**src/rtl/ctrl_rw_arbiter_if.sv**
```systemverilog
// Request/command bundle between the host request path, the read/write
// arbiter and the ACT/CAS sequencers. The arbiter takes the slave view.
interface ctrl_rw_arbiter_if #(
  parameter int ADDR_W = 32,
  parameter int CNT_W  = 4
);
  logic              rd_req_valid;
  logic [ADDR_W-1:0] rd_req_addr;
  logic              rd_req_auto;
  logic              rd_req_ready;
  logic              wr_req_valid;
  logic [ADDR_W-1:0] wr_req_addr;
  logic              wr_req_auto;
  logic              wr_req_ready;
  logic              cmd_valid;
  logic [2:0]        cmd_rw;
  logic [ADDR_W-1:0] cmd_addr;
  logic              cmd_ready;
  logic              turnaround;
  logic [CNT_W-1:0]  rd_cnt;
  logic [CNT_W-1:0]  wr_cnt;

  modport master (
    output rd_req_valid, rd_req_addr, rd_req_auto,
    input  rd_req_ready,
    output wr_req_valid, wr_req_addr, wr_req_auto,
    input  wr_req_ready,
    input  cmd_valid, cmd_rw, cmd_addr, turnaround, rd_cnt, wr_cnt,
    output cmd_ready
  );

  modport slave (
    input  rd_req_valid, rd_req_addr, rd_req_auto,
    output rd_req_ready,
    input  wr_req_valid, wr_req_addr, wr_req_auto,
    output wr_req_ready,
    output cmd_valid, cmd_rw, cmd_addr, turnaround, rd_cnt, wr_cnt,
    input  cmd_ready
  );
endinterface

```
**src/rtl/ctrl_rw_arbiter.sv**
```systemverilog
// Read/write request arbiter: two request FIFOs feeding one command slot.
// Same-direction requests are batched to limit bus turnarounds, and a
// write drain is forced once the write queue crosses its high watermark.
module ctrl_rw_arbiter #(
  parameter int DEPTH     = 8,
  parameter int ADDR_W    = 32,
  parameter int WR_HI     = 6,
  parameter int WR_LO     = 2,
  parameter int MAX_BATCH = 4
) (
  input  logic                CK_t,
  input  logic                reset_n,
  ctrl_rw_arbiter_if.slave    bus
);
  localparam int PW = $clog2(DEPTH);
  localparam int CW = PW + 1;
  localparam int EW = ADDR_W + 1;
  localparam int BW = $clog2(MAX_BATCH + 1);

  // Command encodings shared with the ACT/CAS sequencers.
  localparam logic [2:0] RD_R  = 3'd0;
  localparam logic [2:0] RDA_R = 3'd1;
  localparam logic [2:0] WR_R  = 3'd2;
  localparam logic [2:0] WRA_R = 3'd3;

  localparam logic [CW-1:0] FULL_CNT  = CW'(DEPTH);
  localparam logic [CW-1:0] HI_CNT    = CW'(WR_HI);
  localparam logic [CW-1:0] LO_CNT    = CW'(WR_LO);
  localparam logic [BW-1:0] BATCH_MAX = BW'(MAX_BATCH);

  typedef enum logic [1:0] {ARB_IDLE, ARB_READ, ARB_WRITE, ARB_DRAIN} arb_mode_e;

  // Index 0 is the read queue, index 1 the write queue.
  logic [1:0]             req_valid, req_auto, req_ready, pop;
  logic [1:0][ADDR_W-1:0] req_addr;
  logic [1:0][EW-1:0]     head;
  logic [1:0][CW-1:0]     cnt;

  assign req_valid = {bus.wr_req_valid, bus.rd_req_valid};
  assign req_auto  = {bus.wr_req_auto, bus.rd_req_auto};
  assign req_addr  = {bus.wr_req_addr, bus.rd_req_addr};

  genvar gi;
  generate
    for (gi = 0; gi < 2; gi++) begin : g_fifo
      logic [EW-1:0] mem [DEPTH];
      logic [PW-1:0] wp_q, wp_d, rp_q, rp_d;
      logic [CW-1:0] cnt_q, cnt_d;
      logic          push;

      // Readiness ignores a same-cycle pop, so a full queue never accepts.
      assign req_ready[gi] = reset_n && (cnt_q != FULL_CNT);
      assign push          = req_valid[gi] && req_ready[gi];
      assign head[gi]      = mem[rp_q];
      assign cnt[gi]       = cnt_q;

      // Entry storage; validity is tracked by the pointers, so no reset.
      always_ff @(posedge CK_t) begin
        if (push) mem[wp_q] <= {req_addr[gi], req_auto[gi]};
      end

      // Pointer and occupancy update; pointers wrap naturally at DEPTH.
      always_comb begin
        wp_d  = wp_q + PW'(push);
        rp_d  = rp_q + PW'(pop[gi]);
        cnt_d = cnt_q + CW'(push) - CW'(pop[gi]);
      end

      // Pointer and occupancy registers.
      always_ff @(posedge CK_t or negedge reset_n) begin
        if (!reset_n) begin
          wp_q  <= '0;
          rp_q  <= '0;
          cnt_q <= '0;
        end else begin
          wp_q  <= wp_d;
          rp_q  <= rp_d;
          cnt_q <= cnt_d;
        end
      end
    end
  endgenerate

  arb_mode_e         mode_q, mode_d;
  logic [BW-1:0]     batch_q, batch_d;
  logic              last_dir_q, last_dir_d;
  logic              cmd_valid_q, cmd_valid_d;
  logic [2:0]        cmd_rw_q, cmd_rw_d;
  logic [ADDR_W-1:0] cmd_addr_q, cmd_addr_d;
  logic              turnaround_q, turnaround_d;
  logic              slot_free, issue, dir, head_auto;
  logic              rd_any, wr_any, wr_hi, wr_lo, batch_full;

  assign slot_free  = !cmd_valid_q || bus.cmd_ready;
  assign rd_any     = (cnt[0] != '0);
  assign wr_any     = (cnt[1] != '0);
  assign wr_hi      = (cnt[1] >= HI_CNT);
  assign wr_lo      = (cnt[1] <= LO_CNT);
  assign batch_full = (batch_q == BATCH_MAX);

  // Mode transitions and direction selection from the pre-edge counts.
  always_comb begin
    mode_d = mode_q;
    issue  = 1'b0;
    dir    = 1'b0;
    if (slot_free) begin
      unique case (mode_q)
        ARB_IDLE: begin
          if (wr_hi)       begin mode_d = ARB_DRAIN; issue = 1'b1; dir = 1'b1; end
          else if (rd_any) begin mode_d = ARB_READ;  issue = 1'b1; dir = 1'b0; end
          else if (wr_any) begin mode_d = ARB_WRITE; issue = 1'b1; dir = 1'b1; end
        end
        ARB_READ: begin
          if (wr_hi) begin mode_d = ARB_DRAIN; issue = 1'b1; dir = 1'b1; end
          else if (!rd_any) begin
            if (wr_any) begin mode_d = ARB_WRITE; issue = 1'b1; dir = 1'b1; end
            else              mode_d = ARB_IDLE;
          end
          else if (batch_full && wr_any) begin mode_d = ARB_WRITE; issue = 1'b1; dir = 1'b1; end
          else begin issue = 1'b1; dir = 1'b0; end
        end
        ARB_WRITE: begin
          if (wr_hi) begin mode_d = ARB_DRAIN; issue = 1'b1; dir = 1'b1; end
          else if (!wr_any) begin
            if (rd_any) begin mode_d = ARB_READ; issue = 1'b1; dir = 1'b0; end
            else              mode_d = ARB_IDLE;
          end
          else if (batch_full && rd_any) begin mode_d = ARB_READ; issue = 1'b1; dir = 1'b0; end
          else begin issue = 1'b1; dir = 1'b1; end
        end
        ARB_DRAIN: begin
          if (wr_lo) begin
            if (rd_any)      begin mode_d = ARB_READ;  issue = 1'b1; dir = 1'b0; end
            else if (wr_any) begin mode_d = ARB_WRITE; issue = 1'b1; dir = 1'b1; end
            else                   mode_d = ARB_IDLE;
          end else begin
            issue = 1'b1;
            dir   = 1'b1;
          end
        end
        default: mode_d = ARB_IDLE;
      endcase
    end
  end

  // Command slot load, FIFO pop, batch counting and turnaround detection.
  always_comb begin
    cmd_valid_d  = cmd_valid_q;
    cmd_rw_d     = cmd_rw_q;
    cmd_addr_d   = cmd_addr_q;
    batch_d      = batch_q;
    last_dir_d   = last_dir_q;
    turnaround_d = 1'b0;
    pop          = 2'b00;
    head_auto    = head[dir][0];
    if (slot_free) begin
      cmd_valid_d = issue;
      if (issue) begin
        pop[dir]     = 1'b1;
        cmd_addr_d   = head[dir][EW-1:1];
        cmd_rw_d     = dir ? (head_auto ? WRA_R : WR_R) : (head_auto ? RDA_R : RD_R);
        turnaround_d = (dir != last_dir_q);
        if (dir != last_dir_q) batch_d = BW'(1);
        else if (!batch_full)  batch_d = batch_q + BW'(1);
        last_dir_d   = dir;
      end
    end
  end

  // Arbiter state and command slot registers.
  always_ff @(posedge CK_t or negedge reset_n) begin
    if (!reset_n) begin
      mode_q       <= ARB_IDLE;
      batch_q      <= '0;
      last_dir_q   <= 1'b0;
      cmd_valid_q  <= 1'b0;
      cmd_rw_q     <= RD_R;
      cmd_addr_q   <= '0;
      turnaround_q <= 1'b0;
    end else begin
      mode_q       <= mode_d;
      batch_q      <= batch_d;
      last_dir_q   <= last_dir_d;
      cmd_valid_q  <= cmd_valid_d;
      cmd_rw_q     <= cmd_rw_d;
      cmd_addr_q   <= cmd_addr_d;
      turnaround_q <= turnaround_d;
    end
  end

  assign bus.rd_req_ready = req_ready[0];
  assign bus.wr_req_ready = req_ready[1];
  assign bus.cmd_valid    = cmd_valid_q;
  assign bus.cmd_rw       = cmd_rw_q;
  assign bus.cmd_addr     = cmd_addr_q;
  assign bus.turnaround   = turnaround_q;
  assign bus.rd_cnt       = cnt[0];
  assign bus.wr_cnt       = cnt[1];
endmodule

```
**src/flat_wrapper.sv**
```systemverilog
// flat-port wrapper written by rule: the top's interface ports become plain ports
module ctrl_rw_arbiter_flat 
#(
  parameter int DEPTH     = 8,
  parameter int ADDR_W    = 32,
  parameter int WR_HI     = 6,
  parameter int WR_LO     = 2,
  parameter int MAX_BATCH = 4
)
  (CK_t, reset_n, bus_rd_req_valid, bus_rd_req_addr, bus_rd_req_auto, bus_rd_req_ready, bus_wr_req_valid, bus_wr_req_addr, bus_wr_req_auto, bus_wr_req_ready, bus_cmd_valid, bus_cmd_rw, bus_cmd_addr, bus_turnaround, bus_rd_cnt, bus_wr_cnt, bus_cmd_ready);
  ctrl_rw_arbiter_if #(.ADDR_W(ADDR_W), .CNT_W(($clog2(DEPTH) + 1))) bus_i ();
  input  logic CK_t;
  input  logic reset_n;
  input wire logic [$bits(bus_i.rd_req_valid)-1:0] bus_rd_req_valid;
  input wire logic [$bits(bus_i.rd_req_addr)-1:0] bus_rd_req_addr;
  input wire logic [$bits(bus_i.rd_req_auto)-1:0] bus_rd_req_auto;
  output wire logic [$bits(bus_i.rd_req_ready)-1:0] bus_rd_req_ready;
  input wire logic [$bits(bus_i.wr_req_valid)-1:0] bus_wr_req_valid;
  input wire logic [$bits(bus_i.wr_req_addr)-1:0] bus_wr_req_addr;
  input wire logic [$bits(bus_i.wr_req_auto)-1:0] bus_wr_req_auto;
  output wire logic [$bits(bus_i.wr_req_ready)-1:0] bus_wr_req_ready;
  output wire logic [$bits(bus_i.cmd_valid)-1:0] bus_cmd_valid;
  output wire logic [$bits(bus_i.cmd_rw)-1:0] bus_cmd_rw;
  output wire logic [$bits(bus_i.cmd_addr)-1:0] bus_cmd_addr;
  output wire logic [$bits(bus_i.turnaround)-1:0] bus_turnaround;
  output wire logic [$bits(bus_i.rd_cnt)-1:0] bus_rd_cnt;
  output wire logic [$bits(bus_i.wr_cnt)-1:0] bus_wr_cnt;
  input wire logic [$bits(bus_i.cmd_ready)-1:0] bus_cmd_ready;
  assign bus_i.rd_req_valid = bus_rd_req_valid;
  assign bus_i.rd_req_addr = bus_rd_req_addr;
  assign bus_i.rd_req_auto = bus_rd_req_auto;
  assign bus_rd_req_ready = bus_i.rd_req_ready;
  assign bus_i.wr_req_valid = bus_wr_req_valid;
  assign bus_i.wr_req_addr = bus_wr_req_addr;
  assign bus_i.wr_req_auto = bus_wr_req_auto;
  assign bus_wr_req_ready = bus_i.wr_req_ready;
  assign bus_cmd_valid = bus_i.cmd_valid;
  assign bus_cmd_rw = bus_i.cmd_rw;
  assign bus_cmd_addr = bus_i.cmd_addr;
  assign bus_turnaround = bus_i.turnaround;
  assign bus_rd_cnt = bus_i.rd_cnt;
  assign bus_wr_cnt = bus_i.wr_cnt;
  assign bus_i.cmd_ready = bus_cmd_ready;
  ctrl_rw_arbiter #(.DEPTH(DEPTH), .ADDR_W(ADDR_W), .WR_HI(WR_HI), .WR_LO(WR_LO), .MAX_BATCH(MAX_BATCH)) u_core (.CK_t(CK_t), .reset_n(reset_n), .bus(bus_i));
endmodule
```
**config.mk**
```make
export PLATFORM = sky130hd
export DESIGN_NAME = ctrl_rw_arbiter_flat
export DESIGN_NICKNAME = d
export VERILOG_FILES = /design/src/rtl/ctrl_rw_arbiter_if.sv /design/src/rtl/ctrl_rw_arbiter.sv /design/src/flat_wrapper.sv
export SDC_FILE = /design/constraint.sdc
export NUM_CORES = 1
export LEC_CHECK = 0
export CAP_MARGIN = 40
export CORE_MARGIN = 2
export CORE_UTILIZATION = 35
export CTS_CLUSTER_DIAMETER = 100
export DETAILED_ROUTE_END_ITERATION = 12
export SKIP_LAST_GASP = 1
export SYNTH_ARGS = -nofsm -noshare
export SYNTH_HDL_FRONTEND = slang
export SYNTH_SLANG_ARGS = --single-unit
```
**constraint.sdc**
```tcl
create_clock -name CK_t -period 3.9 [get_ports CK_t]
set_clock_uncertainty 0.2 [all_clocks]
set_input_delay 0.585 -clock CK_t [delete_from_list [all_inputs] [get_ports CK_t]]
set_output_delay 0.585 -clock CK_t [all_outputs]
set_load 0.05 [all_outputs]
```
==> flow_metrics.tcl <==
set metrics [dict create \
    die_area_mm2 0.06783 \
    grt_pass1_wl_um 74330 \
    worstPathCellList "inv_1 > ha_1 > or3b_1 > a2111oi_4 > o221ai_4 > and2_1 > ha_1 > inv_1 > ha_1 > fa_1 > xor2_1" \
    tns_ns 0 \
    cts-root-buf "clkbuf_16" \
    final.period_utilization_pct 90.76 \
    drive_gt1_share_pct 21.99 \
    crit_top_cell "ha_1" \
    postRouteAntennaNets 0 \
    slowest_stage "or3b_1" \
    dieHeight_um 260.4 \
    vias_per_cell 5.095 \
    first_pass_iters 5 \
    hp-class "flop to flop" \
    p_leak_nw 9.191 \
    grt_busiest_layer "met2" \
    layout_commonest_cell "edfxtp_1" \
    max_stage_delay_ns 0.53 \
    ir_drop_v 0.0006188 \
    placementRows 94 \
    clock_path_buffers 3 \
    synth_cells 1099 \
    design_area_mm2 0.02755 \
    worst_slack_ns 0.3602 \
    areaGrowthSynthToFinish_pct 19.71 \
    pre_cts_slack_ns 0.3582 \
    drv_cap 0 \
    netlist_area_mm2 0.02302 \
    total_power_mw 20.77 \
    layout_common_cells "528 x edfxtp_1, 132 x mux4_2, 115 x clkdlybuf4s50_1" \
    cts.sinks 589 \
    yosysSeqAreaShare_pct 75.52 \
    numPortBuffers 116 \
    fmax_mhz 282.5 \
    multiInputGateArea_mm2 0.005451 \
    postSynthAreaPerCell_um2 20.94 \
    maxSlewHeadroom_pct 45.25 \
    cts_buffers 58 \
    placed_cell_area_mm2 0.02559 \
    cts_resized 0 \
    synth_warnings 0 \
    start_kind "flop" \
    seqCellArea_mm2 0.01739 \
    drv_slew 0 \
    fin_crit_ns 3.540 \
    rrSetupSlack_ns 0.36 \
    nets 1360 \
    cts_htree_levels 2 \
    die_w_um 260.4 \
    yosysTopAreaCell "edfxtp_1" \
    grt_max_degree 72 \
    start_util_pct 35.20 \
    syn_nets 1202 \
    cp_top_family "adder cells" \
    dp_hpwl_um 29730 \
    drt_wl_total_um 49840 \
    ys_async_sr_fraction_pct 10.36 \
    postSynthRegisterBits 589 \
    grt_usage_pct 14.88 \
    status "complete, no violations" \
    gr-usage-met3_pct 3.127 \
    synthFlopType "edfxtp_1" \
    clock_latency_ns 0.62 \
    synth_edf_count 528 \
    cp.arrival_ns 3.83 \
    grt_pass1_vias 11530 \
    use_met2_pct 24.46 \
    setup_viol 0 \
    synth.distinct_cells 47 \
    drc 0 \
    synth_top_area_share_pct 68.88 \
    required_ns 4.19 \
    drtIter0Drc 757 \
    clk_pin_slew_ns 0.06 \
    endpoint_kind "flop" \
    wl_per_cell_um 22.97 \
    tightest_slew_ns 0.8212 \
    core-area_mm2 0.06539 \
    gp_congestion 0.7868 \
    holdWs_ns 0.2842 \
    gr-total-overflow 0 \
    antenna_found_initial 4 \
    path_class "flop to flop" \
    power_density_mw_per_mm2 753.7 \
    synth_area_leaders "edfxtp_1 69%, mux4_2 13%, dfrtp_1 6.6%" \
    rsz0062_at_grt "false" \
    via_count 11060 \
    use_met1_pct 20.28 \
    cts_tree "yes" \
    worst-path-buf-inv 2 \
    fill_cells 5765 \
    hold_viol 0 \
    worstPathMaxFanout 8 \
    io_pins 118 \
]
==> Yosys cell counts, types with 2 or more instances <==
master and n:
edfxtp_1 528, mux4_2 132, a211oi_1 66, dfrtp_1 61, a21o_1 36, mux2i_1 35, nor2b_1 35, clkbuf_1 32
ha_1 30, inv_1 22, nor2_1 19, buf_2 16, a21oi_1 13, nand2_1 11, xor2_1 7, buf_1 6
nand2b_1 6, nor3_1 6, and2_1 3, o22ai_1 3, and3_1 2, buf_4 2, fa_1 2, o21ai_0 2
or2_2 2
==> sequential cells by signal (all words and copies together), names as in the netlist <==
signal,cells
u_core.g_fifo.mem,528
u_core.g_fifo.wp_q,6
u_core.bus.cmd_addr,32
u_core.bus.wr_cnt,4
u_core.bus.cmd_valid,1
u_core.bus.turnaround,1
u_core.mode_q,2
u_core.bus.rd_cnt,4
u_core.bus.cmd_rw,2
u_core.g_fifo.rp_q,6
u_core.batch_q,3
==> metal layers <==
metal	vias to the layer above	wire, um	share of wire (%)
li1	4852	-	-
met1	5893	22060	44
met2	238	24490	49
met3	68	2458	4.9
met4	6	796	1.6
met5	-	31	0.062
==> area by class of cell <==
| cell class | instances | share of cell area, % |
|---|---|---|
| Clock inverter | 34 | 1.449 |
| Inverter | 22 | 0.2997 |
| Tap cell | 864 | 3.924 |
| Multi-Input combinational cell | 431 | 19.79 |
| Clock buffer | 74 | 5.636 |
| Timing Repair Buffer | 155 | 5.767 |
| Sequential cell | 589 | 63.13 |
| Antenna cell | 1 | 0.009082 |
==> power breakdown <==
| part | switching [mW] | total (mW) | internal, mW | leakage [nW] |
|---|---|---|---|---|
| logic | 3.82 | 6.77 | 2.95 | 2.75 |
| clock network | 2.34 | 5.69 | 3.34 | 0.952 |
| registers | 0.637 | 8.31 | 7.67 | 5.48 |
==> worst reg2reg max path, stage by stage (launching register included) <==
cell and delay, ns:
dfrtp_1 0.41, inv_1 0.14, ha_1 0.20, or3b_1 0.53
a2111oi_4 0.47, o221ai_4 0.15, and2_1 0.23, ha_1 0.28
inv_1 0.04, ha_1 0.21, fa_1 0.42, xor2_1 0.15
==> stage by stage <==
stage	cells	util (%)
finish	2170	42.13
global route	2170	42.13
floorplan	1099	-
detailed placement	2060	39.13
CTS	2169	42.13
global placement	2060	39.13
==> final timing paths <==
check,startpoint,endpoint,cells after the start
worst max-delay path,u_core.bus.wr_cnt[2],u_core.bus.wr_cnt[2],11
worst min-delay path,u_core.bus.cmd_addr[25],u_core.bus.cmd_addr[25],1
worst min register to register,u_core.bus.cmd_addr[25],u_core.bus.cmd_addr[25],1
max in group asynchronous,reset_n,u_core.g_fifo[1].rp_q[1],3
min in group asynchronous,reset_n,u_core.bus.wr_cnt[0],3
worst max register to register,u_core.bus.wr_cnt[2],u_core.bus.wr_cnt[2],11
==> cell families (layout without fill, tap and decap cells) <==
| logic type | Yosys count | after routing | share of synthesized area, % |
|---|---|---|---|
| flops | 589 | 589 | 75.52 |
| mux | 168 | 168 | 14.49 |
| compound gates | 132 | 132 | 4.262 |
| simple gates | 89 | 89 | 2.098 |
| buf+inv | 79 | 285 | 1.441 |
| fa+ha+maj | 32 | 32 | 1.805 |
| xor+xnor | 9 | 9 | 0.3751 |
| other cells | 1 | 2 | 0.01629 |
==> timing repair <==
item	4_1_cts	5_1_grt
setup buffers	0	0
hold buffers	1	0
hold endpoints to repair	46	0
No activity file was read; power rests on OpenSTA's default activity.
